[config.mk]
export PLATFORM = sky130hd
export DESIGN_NAME = acc_pixop
export DESIGN_NICKNAME = d
export VERILOG_FILES = /design/src/rtl/acc_pixop.sv
export SDC_FILE = /design/constraint.sdc
export NUM_CORES = 1
export LEC_CHECK = 0
export CORE_ASPECT_RATIO = 0.75
export CORE_MARGIN = 4
export CORE_UTILIZATION = 40
export CTS_CLUSTER_SIZE = 20
export DETAILED_ROUTE_END_ITERATION = 12
export PLACE_DENSITY = 0.64
export SYNTH_ARGS = -nofsm -noshare
export SYNTH_HDL_FRONTEND = slang
export SYNTH_SLANG_ARGS = --single-unit
[constraint.sdc]
create_clock -name clk -period 4.75 [get_ports clk]
set_input_delay 1.1875 -clock clk [delete_from_list [all_inputs] [get_ports clk]]
set_output_delay 1.1875 -clock clk [all_outputs]
set_load 0.02 [all_outputs]
[src/rtl/acc_pixop.sv]
// acc_pixop -- streaming per-pixel operator for packed 8-bit greyscale images.
//
// Reads WORDS 32-bit words (4 pixels each) starting at SRC_BASE, applies
// one of four per-byte operations and writes the results starting at
// DST_BASE. Reads and writes are interleaved on the shared memory bus, so
// one word is moved every 2 cycles. A run takes exactly 2*WORDS bus cycles.
//
// Ports:
//   clk, reset    clock; asynchronous active-high reset
//   start         run request (level); a new run needs start low in IDLE
//                 first, then high
//   mode          00 invert, 01 threshold, 10 saturating offset, 11 copy
//   thr           threshold value (unsigned)
//   offset        signed 9-bit brightness offset
//   addr          memory word address
//   dataR         memory read data (valid the cycle after a read request)
//   dataW         memory write data
//   en, we        memory request / write enable
//   busy          high from the first read through the last write
//   finish        completion flag, held until start drops
module acc_pixop #(
  parameter int IMG_W    = 352,
  parameter int IMG_H    = 288,
  parameter int ADDR_W   = 16,
  parameter int SRC_BASE = 0,
  parameter int DST_BASE = IMG_W*IMG_H/4
) (
  input  logic              clk,
  input  logic              reset,
  input  logic              start,
  input  logic [1:0]        mode,
  input  logic [7:0]        thr,
  input  logic [8:0]        offset,
  output logic [ADDR_W-1:0] addr,
  input  logic [31:0]       dataR,
  output logic [31:0]       dataW,
  output logic              en,
  output logic              we,
  output logic              busy,
  output logic              finish
);

  localparam int WORDS = IMG_W*IMG_H/4;
  // Counters must be able to hold WORDS itself so they never wrap.
  localparam int CNT_W = $clog2(WORDS+1);
  localparam logic [CNT_W-1:0]  CNT_ONE  = CNT_W'(1);
  localparam logic [CNT_W-1:0]  CNT_LAST = CNT_W'(WORDS);
  localparam logic [ADDR_W-1:0] SRC_A    = ADDR_W'(SRC_BASE);
  localparam logic [ADDR_W-1:0] DST_A    = ADDR_W'(DST_BASE);

  typedef enum logic [2:0] {IDLE, PRIME, RUN, DRAIN, DONE} state_t;

  state_t            state_reg, state_next;
  logic [CNT_W-1:0]  rd_cnt_reg, rd_cnt_next;  // index of the next word to read
  logic [CNT_W-1:0]  wr_cnt_reg, wr_cnt_next;  // index of the next word to write
  logic              armed_reg, armed_next;    // start has been seen low in IDLE
  logic [1:0]        mode_reg, mode_next;
  logic [7:0]        thr_reg, thr_next;
  logic [8:0]        off_reg, off_next;
  logic              cap_reg, cap_next;        // dataR is valid this cycle
  logic [31:0]       pix_reg, pix_next;        // last captured source word
  logic [ADDR_W-1:0] addr_reg, addr_next;
  logic [31:0]       dataw_reg, dataw_next;
  logic              en_reg, en_next;
  logic              we_reg, we_next;
  logic              busy_reg, busy_next;
  logic              finish_reg, finish_next;

  assign addr   = addr_reg;
  assign dataW  = dataw_reg;
  assign en     = en_reg;
  assign we     = we_reg;
  assign busy   = busy_reg;
  assign finish = finish_reg;

  // Source word for the write being scheduled. When the read data is on the
  // bus right now (first and last words of a run) it is used directly;
  // otherwise it was captured one cycle earlier into pix_reg.
  logic [31:0] src_word;
  logic [31:0] f_word;
  assign src_word = cap_reg ? dataR : pix_reg;

  genvar gi;
  generate
    for (gi = 0; gi < 4; gi++) begin : g_lane
      logic [7:0]        p;
      logic signed [9:0] sum;
      logic [7:0]        res;

      assign p   = src_word[8*gi +: 8];
      // 10-bit signed covers -256..510, so the clamp sees the true sum.
      assign sum = $signed({2'b00, p}) + $signed({off_reg[8], off_reg});

      always_comb begin
        res = p;
        case (mode_reg)
          2'b00: res = 8'hFF - p;
          2'b01: res = (p >= thr_reg) ? 8'hFF : 8'h00;
          2'b10: begin
            if (sum[9])      res = 8'h00;
            else if (sum[8]) res = 8'hFF;
            else             res = sum[7:0];
          end
          default: res = p;
        endcase
      end

      assign f_word[8*gi +: 8] = res;
    end
  endgenerate

  always_comb begin
    state_next  = state_reg;
    rd_cnt_next = rd_cnt_reg;
    wr_cnt_next = wr_cnt_reg;
    armed_next  = armed_reg;
    mode_next   = mode_reg;
    thr_next    = thr_reg;
    off_next    = off_reg;
    cap_next    = en_reg & ~we_reg;
    pix_next    = cap_reg ? dataR : pix_reg;
    addr_next   = '0;
    dataw_next  = '0;
    en_next     = 1'b0;
    we_next     = 1'b0;
    busy_next   = 1'b0;
    finish_next = 1'b0;

    case (state_reg)
      IDLE: begin
        if (start && armed_reg) begin
          // Launch: the next cycle is R0.
          state_next  = PRIME;
          mode_next   = mode;
          thr_next    = thr;
          off_next    = offset;
          armed_next  = 1'b0;
          rd_cnt_next = CNT_ONE;
          wr_cnt_next = '0;
          addr_next   = SRC_A;
          en_next     = 1'b1;
          busy_next   = 1'b1;
        end else if (!start) begin
          armed_next = 1'b1;
        end
      end

      PRIME: begin
        en_next   = 1'b1;
        busy_next = 1'b1;
        if (rd_cnt_reg == CNT_ONE) begin
          // Currently R0: issue R1.
          addr_next   = SRC_A + ADDR_W'(rd_cnt_reg);
          rd_cnt_next = rd_cnt_reg + CNT_ONE;
        end else begin
          // Currently R1: issue W0.
          addr_next   = DST_A + ADDR_W'(wr_cnt_reg);
          we_next     = 1'b1;
          dataw_next  = f_word;
          wr_cnt_next = wr_cnt_reg + CNT_ONE;
          state_next  = RUN;
        end
      end

      RUN: begin
        en_next   = 1'b1;
        busy_next = 1'b1;
        if (we_reg && rd_cnt_reg != CNT_LAST) begin
          addr_next   = SRC_A + ADDR_W'(rd_cnt_reg);
          rd_cnt_next = rd_cnt_reg + CNT_ONE;
        end else begin
          addr_next   = DST_A + ADDR_W'(wr_cnt_reg);
          we_next     = 1'b1;
          dataw_next  = f_word;
          wr_cnt_next = wr_cnt_reg + CNT_ONE;
          // A write after a write means all reads are done: this is the
          // final word.
          if (we_reg) state_next = DRAIN;
        end
      end

      DRAIN: begin
        state_next  = DONE;
        finish_next = 1'b1;
      end

      DONE: begin
        if (start) begin
          finish_next = 1'b1;
        end else begin
          state_next = IDLE;
          armed_next = 1'b1;
        end
      end

      default: state_next = IDLE;
    endcase
  end

  always_ff @(posedge clk or posedge reset) begin
    if (reset) begin
      state_reg  <= IDLE;
      rd_cnt_reg <= '0;
      wr_cnt_reg <= '0;
      armed_reg  <= 1'b0;
      mode_reg   <= '0;
      thr_reg    <= '0;
      off_reg    <= '0;
      cap_reg    <= 1'b0;
      pix_reg    <= '0;
      addr_reg   <= '0;
      dataw_reg  <= '0;
      en_reg     <= 1'b0;
      we_reg     <= 1'b0;
      busy_reg   <= 1'b0;
      finish_reg <= 1'b0;
    end else begin
      state_reg  <= state_next;
      rd_cnt_reg <= rd_cnt_next;
      wr_cnt_reg <= wr_cnt_next;
      armed_reg  <= armed_next;
      mode_reg   <= mode_next;
      thr_reg    <= thr_next;
      off_reg    <= off_next;
      cap_reg    <= cap_next;
      pix_reg    <= pix_next;
      addr_reg   <= addr_next;
      dataw_reg  <= dataw_next;
      en_reg     <= en_next;
      we_reg     <= we_next;
      busy_reg   <= busy_next;
      finish_reg <= finish_next;
    end
  end

endmodule

* After elaboration in Yosys (flattened, before gate mapping)
Index checks and enable logic that the tools add are counted.
Word-level totals: flip-flop bits (word level) 137, input bits 54, output and inout bits 52, logic and storage cells 104
Cells by class: $add $sub $neg 11, magnitude comparators 4, equality and inequality tests 15, multiplexer cells 47, bitwise operators 2, reduce and logical (&&, ||, !) cells 11
Operator list (count):
- 32-bit two-way mux | 3
- 8-bit two-way mux | 12
- 8-bit one-hot mux with 3 select lines | 4
- 15-bit two-way mux | 6
- 15-bit one-hot mux with 3 select lines | 2
- 32-bit one-hot mux with 2 select lines | 1
- 9-bit by 9-bit adder with 10-bit output | 4
- 8-bit greater-or-equal comparator | 4
- 16-bit two-way mux | 2
- 16-bit one-hot mux with 2 select lines | 1
- 8-bit subtractor (first input constant) | 4
- 15-bit by 1-bit adder with 15-bit output (second input constant) | 2
- 15-bit by 15-bit adder with 16-bit output (first input constant) | 1
- 15-bit by 1-bit equality test with 1-bit output (second input constant) | 1
- 3-bit two-way mux | 5
- 15-bit != test (second input constant) | 1
- 3-bit one-hot mux with 5 select lines | 1
- 2-bit != test (second input constant) | 7
- 1-bit one-hot mux with 2 select lines | 4
- 4-bit AND reduction | 2
- 3-bit by 2-bit equality test with 1-bit output (second input constant) | 2
- 1-bit two-way mux | 6
- 5-bit AND reduction | 1
- 3-bit by 1-bit equality test with 1-bit output (second input constant) | 1
- other kinds (12) | 13

* Longest topological paths before layout
Gate-level depths: netlist of the first run.
depth in word-level cells 7, mapped depth 12, mapped depth without buffers 10

* Worst setup path after synthesis of the first run
Ideal clock, no wire load.
path kind input-to-reg, from input dataR[24], to register dataw_reg[24] (netlist: dataW[24]), library setup time 104 ps, arrival time 3402 ps, slack 1244 ps, stages on the path 10, buffers on the path 0, cells stage by stage mux2i_1 -> inv_1 -> ha_1 -> fa_1 -> a211oi_1 -> o21ai_0 -> o311a_1 -> nor2_1 -> o21ai_0 -> a221oi_1
Between the ends: word-level cells in the longest chain between the ends 7, elaborated cells on any way between the ends 11, those cells by class add/sub (2); order compare (1); mux (8)
RTL lines:
- start, declared | line 35 | input logic [31:0] dataR,
- 32-bit two-way mux (*)
- 9-bit by 9-bit adder with 10-bit output | line 92 | assign sum = $signed({2'b00, p}) + $signed({off_reg[8], off_reg});
- 8-bit two-way mux | line 101 | else if (sum[8]) res = 8'hFF;
- 8-bit two-way mux | line 100 | if (sum[9]) res = 8'h00;
- 8-bit one-hot mux with 3 select lines (*) | line 96 | case (mode_reg)
- 32-bit two-way mux, on equally long branches | line 168, 151
- 32-bit one-hot mux with 2 select lines (*) | line 129 | case (state_reg)
- named net dataw_next[24] | line 63 | logic [31:0] dataw_reg, dataw_next;
- end signal, assigned | line 228 | dataw_reg <= dataw_next;
- end, declared | line 63
Mark *: on every way through the listed nets, which the timed path passes. The rest lies on a longest branch. A chain may end at the register's enable or synchronous reset.

* Worst setup path after layout of the first run
Same ends and word-level chain as after synthesis.

==> reports/qor.yml, run 1 <==
ys.flop_type: "dfrtp_1"
cts_tree: "yes"
synth.distinct_cells: 62
cts_resized: 0
worstHoldStart: "armed_reg"
critPathTopFamily: "compound AO/OA/AOI/OAI gates"
n_antenna_cell: 0
muxShareOfSynthArea_pct: 4.27
synth_area_per_cell_um2: 9.64
post_cts_buffers: 0
syn_inst: 879
numCtsBuffers: 17
die_w_um: 176
syn_area_mm2: 0.00847
dieArea_mm2: 0.0236
ir_drop_uv: 335
grt.total_usage_pct: 21.2
slew_violations: 0
tightest_slew_ns: 1.09
rsz0062_at_grt: "false"
drv_cap: 0
most-common-layout-cells: "dfrtp_1 (137), clkdlybuf4s50_1 (105), nand2_1 (96), o21ai_0 (73), ha_1 (70)"
synth_seq_area_share_pct: 40.5
pin_count: 106
cp_max_fo: 7
port_buffers: 105
synth-seq-cells: 137
grt_antenna_before_repair: 0
power_leakage_uw: 0.00452
drt_wl_total_um: 24700
end_kind: "flip-flop"
grt_pass1_vias: 6891
row_count: 45
hold_path_depth: 2
slew_headroom_pct: 27.4
hold_path_class: "reg2reg"
r2r-end: "dataW[24]"
dr.pass1.iters: 4
gr-total-overflow: 0
status: "finished clean"
timing.rr.start: "cap_reg"
cts_buffer_depth: 2
post-route-drc-count: 0
wl_per_cell_um: 19.4
num_vias: 7233
synth_top_family_by_area: "compound AO/OA/AOI/OAI gates"
holdPathEnd: "armed_reg"
power_density_mw_per_mm2: 791
final.setup.tns_ns: 0
grt_max_degree: 138
cp_slowest_stage_delay_ns: 0.43
yosysWarnings: 0
fin_cells: 1276
worst_slack_ns: 0.753
dp_worst_setup_slack_ns: 0.400
cts.sinks: 137
die_h_um: 134
crit_path_top_delay_cell: "fa_1"
synth-simple-area-share_pct: 15.5
cp-start-kind: "input pin"
clkLatencyLatePin_ns: 0.43
path_class: "in2reg"
cp_common_cell: "o21ai_0"
area.growth.synth_to_final_pct: 24.1
start_util_pct: 41.3
synthAdderAreaFrac_pct: 11.3
timing_hold_violations_final: 0
dp_cells: 1244
synth-xor-area-share_pct: 5.07
async_reset_ff_share_pct: 100
whs_ns: 0.551
clock-root-buffer: "clkbuf_16"
detail-route-antenna-nets: 0
viasPerCell: 5.67
period_minus_slack_ns: 4.00
first_iter_violations: 606
grt_pass1_wl_um: 39100
layout_commonest_cell: "dfrtp_1"
crit_chain: "clkdlybuf4s50_1 -> mux2i_1 -> inv_1 -> ha_1 -> fa_1 -> a211oi_1 -> o21ai_0 -> o311a_1 -> nor2_1 -> o21ai_0 -> a221oi_1"
fillerInstances: 1872
core-area_mm2: 0.0205
cts_hold_buf: 0
ff2ff_setup_slack_ns: 1.14
drive_gt1_share_pct: 9.36
synth-compound-area-share_pct: 20.0
utilization_pct: 51.3
r2r_cells: 10
place_congestion: 0.903
cp_data_arrival_time_ns: 4.32
synth_edf_count: 0
layout.nets: 1109
fin_crit_sh_pct: 84.1
finalClockSkew_ns: 0.0120
fmax_ghz: 0.250
path_clk_slew_ns: 0.06
finalSetupViolCount: 0
critPathBufInv: 2
critPathRequiredTime_ns: 5.08
htreeDepth: 4
synth_fp_nets: 1007
dp_hpwl_um: 17400
metal layers:
metal / global-route usage (%) / wire (um) / up-vias
li1: - / - / 3436
met1: 32.1 / 11900 / 3497
met2: 30.1 / 10400 / 264
met3: 5.41 / 1910 / 36
met4: 5.19 / 485 / 0
met5: 0 / 0 / -
where the power goes:
group	switching, uW	leakage, uW	internal (uW)
Clock	538	0.000319	952
Combinational	2920	0.00244	2000
Sequential	358	0.00177	1550
area by class of cell:
type	count	area (um2)	area share, %
tap	282	353	3.36
sequential	137	3430	32.6
multi-input combinational	675	4770	45.4
clock inverter	13	215	2.05
inverter	29	113	1.07
timing repair buffer	121	1180	11.3
clock buffer	19	443	4.22
worst max-delay path by stage:
stage / start / endpoint / cells past startpoint
final: dataR[24] / dataW[24] / 11
after global routing: dataR[24] / dataW[24] / 11
after CTS: dataR[24] / dataW[24] / 11
after detailed placement: dataR[24] / dataW[24] / 11
after global placement: dataR[24] / dataW[24] / 11
after floorplan: dataR[24] / dataW[24] / 10
worst register-to-register path: cells and delay by family, from the launching register on:
kind | cells | cell delay (ns)
adders and majority gates | 2 | 0.67
AOI/OAI and AO/OA | 5 | 1.31
buffers and inverters | 1 | 0.12
and+or+nand+nor | 1 | 0.34
DFF | 1 | 0.65
muxes | 1 | 0.42
Yosys cell counts (all sizes together), types with 15 or more instances:
cell type  instances  share of area (%)
mux2              25                3.3
nor2              37                1.8
or3               19                1.4
buf               15                1.0
inv               29                1.3
nor3              16                1.2
ha                70                 10
nand2             96                4.3
a31oi             29                2.1
nand3             17                1.2
xnor2             29                3.0
a21o              16                1.4
o21ai            103                6.3
clkbuf            23                1.0
xor2              20                2.1
dfrtp            137                 40
a21oi             34                2.0
nand2b            16                1.2
stage by stage:
stage	power [uW]	cell area, um2
floorplan	5290	8470
global placement	6660	9850
detailed placement	6740	9850
CTS	8260	10500
global route	8970	10500
finish	8320	10500
logic make-up after synthesis:
family | Yosys count
compound gates | 267
simple gates | 252
flops | 137
fa+ha+maj | 74
buf+inv | 67
xor+xnor | 49
mux | 33
No activity file was read; power rests on OpenSTA's default activity.
==> inputs of run 2 (changes only) <==
==> constraint.sdc (replaced) <==
create_clock -name clk -period 3.5 [get_ports clk]
set_input_delay 0.875 -clock clk [delete_from_list [all_inputs] [get_ports clk]]
set_output_delay 0.875 -clock clk [all_outputs]
set_load 0.02 [all_outputs]
==> run 2 against run 1 <==
Sequential power rose by 35%. Non-clock buffer count rose by 43. Power rose by 39%. Critical path type unchanged. Setup slack got worse by 0.55 ns. Wire length rose by 1.5%. Utilization rose by 1.2 points. First-iteration DRC count rose by 22%. Die area did not move.
==> reports/qor.yml, run 2 (synthesized netlist as in run 1, its figures left out) <==
critPathBufInv: 3  # +1
drt_wl_total_um: 25100  # +1.5%
die_w_um: 176  # unchanged
finalClockSkew_ns: 0.0276  # +0.0155 ns
dp_hpwl_um: 17900  # +3.1%
tightest_slew_ns: 0.835  # -0.251 ns
seq_power_share_pct: 22.2  # -0.8 points
clock-root-buffer: "clkbuf_16"
cts.sinks: 137  # unchanged
gr-total-overflow: 0  # unchanged
most-common-layout-cells: "dfrtp_1 (137), clkdlybuf4s50_1 (105), nand2_1 (96), o21ai_0 (73), ha_1 (70)"
htreeDepth: 4  # unchanged
fmax_ghz: 0.303
port_buffers: 105  # unchanged
cts_buffer_depth: 2  # unchanged
final_area_mm2: 0.0108  # +2.4%
layout.nets: 1152  # +3.9%
path_class: "in2reg"
detail-route-antenna-nets: 0  # unchanged
place_congestion: 0.953  # +5.6%
ir_drop_uv: 463  # +38%
grt_pass1_wl_um: 39900  # +2.1%
status: "finished clean"
seqCellArea_mm2: 0.00343  # unchanged
dr.pass1.iters: 5  # +1
fin_cells: 1318  # +3.3%
comb_power_share_pct: 62.7  # +3.6 points
p_int_uw: 6310  # +40%
switchingPower_uw: 5260  # +38%
row_count: 45  # unchanged
area.growth.synth_to_final_pct: 27.0
cts_hold_buf: 0  # unchanged
hold_path_class: "reg2reg"
timing_hold_violations_final: 0  # unchanged
worstHoldStart: "pix_reg[24]"
dp_worst_setup_slack_ns: -0.187  # -0.587 ns
end_kind: "flip-flop"
dieArea_mm2: 0.0236  # unchanged
grt_antenna_before_repair: 0  # unchanged
whs_ns: 0.503  # -0.0486 ns
cp_common_cell: "o21ai_0"
placed_cell_area_mm2: 0.0102  # +3.4%
pin_count: 106  # unchanged
cp_data_arrival_time_ns: 3.63  # -0.69 ns
die_h_um: 134  # unchanged
power_density_mw_per_mm2: 1080  # +36%
rsz0062_at_grt: "false"
finalSetupViolCount: 0  # unchanged
fin_crit_sh_pct: 94.3
cts_tree: "yes"
numCtsBuffers: 17  # unchanged
grt.total_usage_pct: 21.4  # +0.26 points
swShare_pct: 45.5  # -0.41 points
fillerInstances: 1879  # +0.37%
critPathTopFamily: "compound AO/OA/AOI/OAI gates"
cp_slowest_stage_delay_ns: 0.40  # -0.03 ns
slew_headroom_pct: 44.3  # +17 points
layout_commonest_cell: "dfrtp_1"
first_iter_violations: 742  # +22%
drive_gt1_share_pct: 13.0  # +3.7 points
clkPwrFrac_pct: 15.2  # -2.7 points
cp_max_fo: 7  # unchanged
grt_max_degree: 138  # unchanged
clkLatencyLatePin_ns: 0.43  # about the same
total_power_uw: 11600  # +39%
crit_path_top_delay_cell: "clkdlybuf4s50_1"
start_util_pct: 41.3  # unchanged
path_clk_slew_ns: 0.06  # about the same
core-area_mm2: 0.0205  # unchanged
power_leakage_uw: 0.00470  # +4.0%
critical_path.startpoint: "dataR[24]"
cts_resized: 0  # unchanged
critPathRequiredTime_ns: 3.83  # -1.25 ns
timing.rr.start: "cap_reg"
wl_per_cell_um: 19.0  # -1.7%
slew_violations: 0  # unchanged
viasPerCell: 5.67  # about the same
worst_slack_ns: 0.201  # -0.552 ns
drv_cap: 0  # unchanged
grt_pass1_vias: 7146  # +3.7%
dp_cells: 1287  # +3.5%
multi_input_area_mm2: 0.00476  # -0.18%
post-route-drc-count: 0  # unchanged
num_vias: 7476  # +3.4%
period_minus_slack_ns: 3.30
cp-start-kind: "input pin"
n_antenna_cell: 0  # unchanged
crit_chain: "clkdlybuf4s50_1 -> mux2i_1 -> inv_1 -> ha_1 -> fa_1 -> a211oi_1 -> o21ai_0 -> o311a_1 -> nor2_1 -> buf_4 -> o21ai_0 -> a221oi_1"
post_cts_buffers: 0  # unchanged
run 2: per-layer routing:
layer,vias to the layer above,GRT usage (%),wire [um]
met1,3606,32.9,12300
met3,22,4.87,2000
li1,3530,-,-
met4,0,5.24,341
met5,-,0,0
met2,318,30.4,10400
run 2: final timing paths:
check	to	slack, ns	cells after the start
worst max-delay path	dataW[24]	0.20	12
worst max register to register	dataW[24]	0.36	12
worst min register to register	pix_reg[24]	0.50	2
worst min-delay path	pix_reg[24]	0.50	2
max in group asynchronous	thr_reg[2]	1.93	3
min in group asynchronous	addr[11]	1.04	3
run 2: metrics by stage:
step                util [%]  TNS [ns]
finish                  52.5         0
global route            52.5         0
CTS                     52.5         0
detailed placement      49.7     -1.19
global placement        49.7    -0.337
floorplan                  -         0
run 2: layout make-up:
class	count	area share [%]
clock buffers	19	4.12
clock inverters	12	1.19
inverters	29	1.05
multi-input cells	675	44.3
flip-flops and latches	137	31.9
well taps	282	3.28
repair buffers	164	14.2
run 2: worst reg2reg max path, stage by stage, from the launching register on:
cell and delay (ns):
dfrtp_1 0.37, buf_12 0.24, mux2i_1 0.28, inv_1 0.08, ha_1 0.21, fa_1 0.39, a211oi_1 0.36, o21ai_0 0.20
o311a_1 0.35, nor2_1 0.11, buf_4 0.15, o21ai_0 0.08, a221oi_1 0.25
run 2: power groups by stage:
stage | sequential (uW) | combinational (uW) | clock [uW]
6_report | 2570 | 7250 | 1750
2_1_floorplan | 2540 | 4630 | 0
5_1_grt | 2630 | 7990 | 1840
3_3_place_gp | 2570 | 7010 | 0
3_5_place_dp | 2580 | 7130 | 0
4_1_cts | 2560 | 7180 | 1780
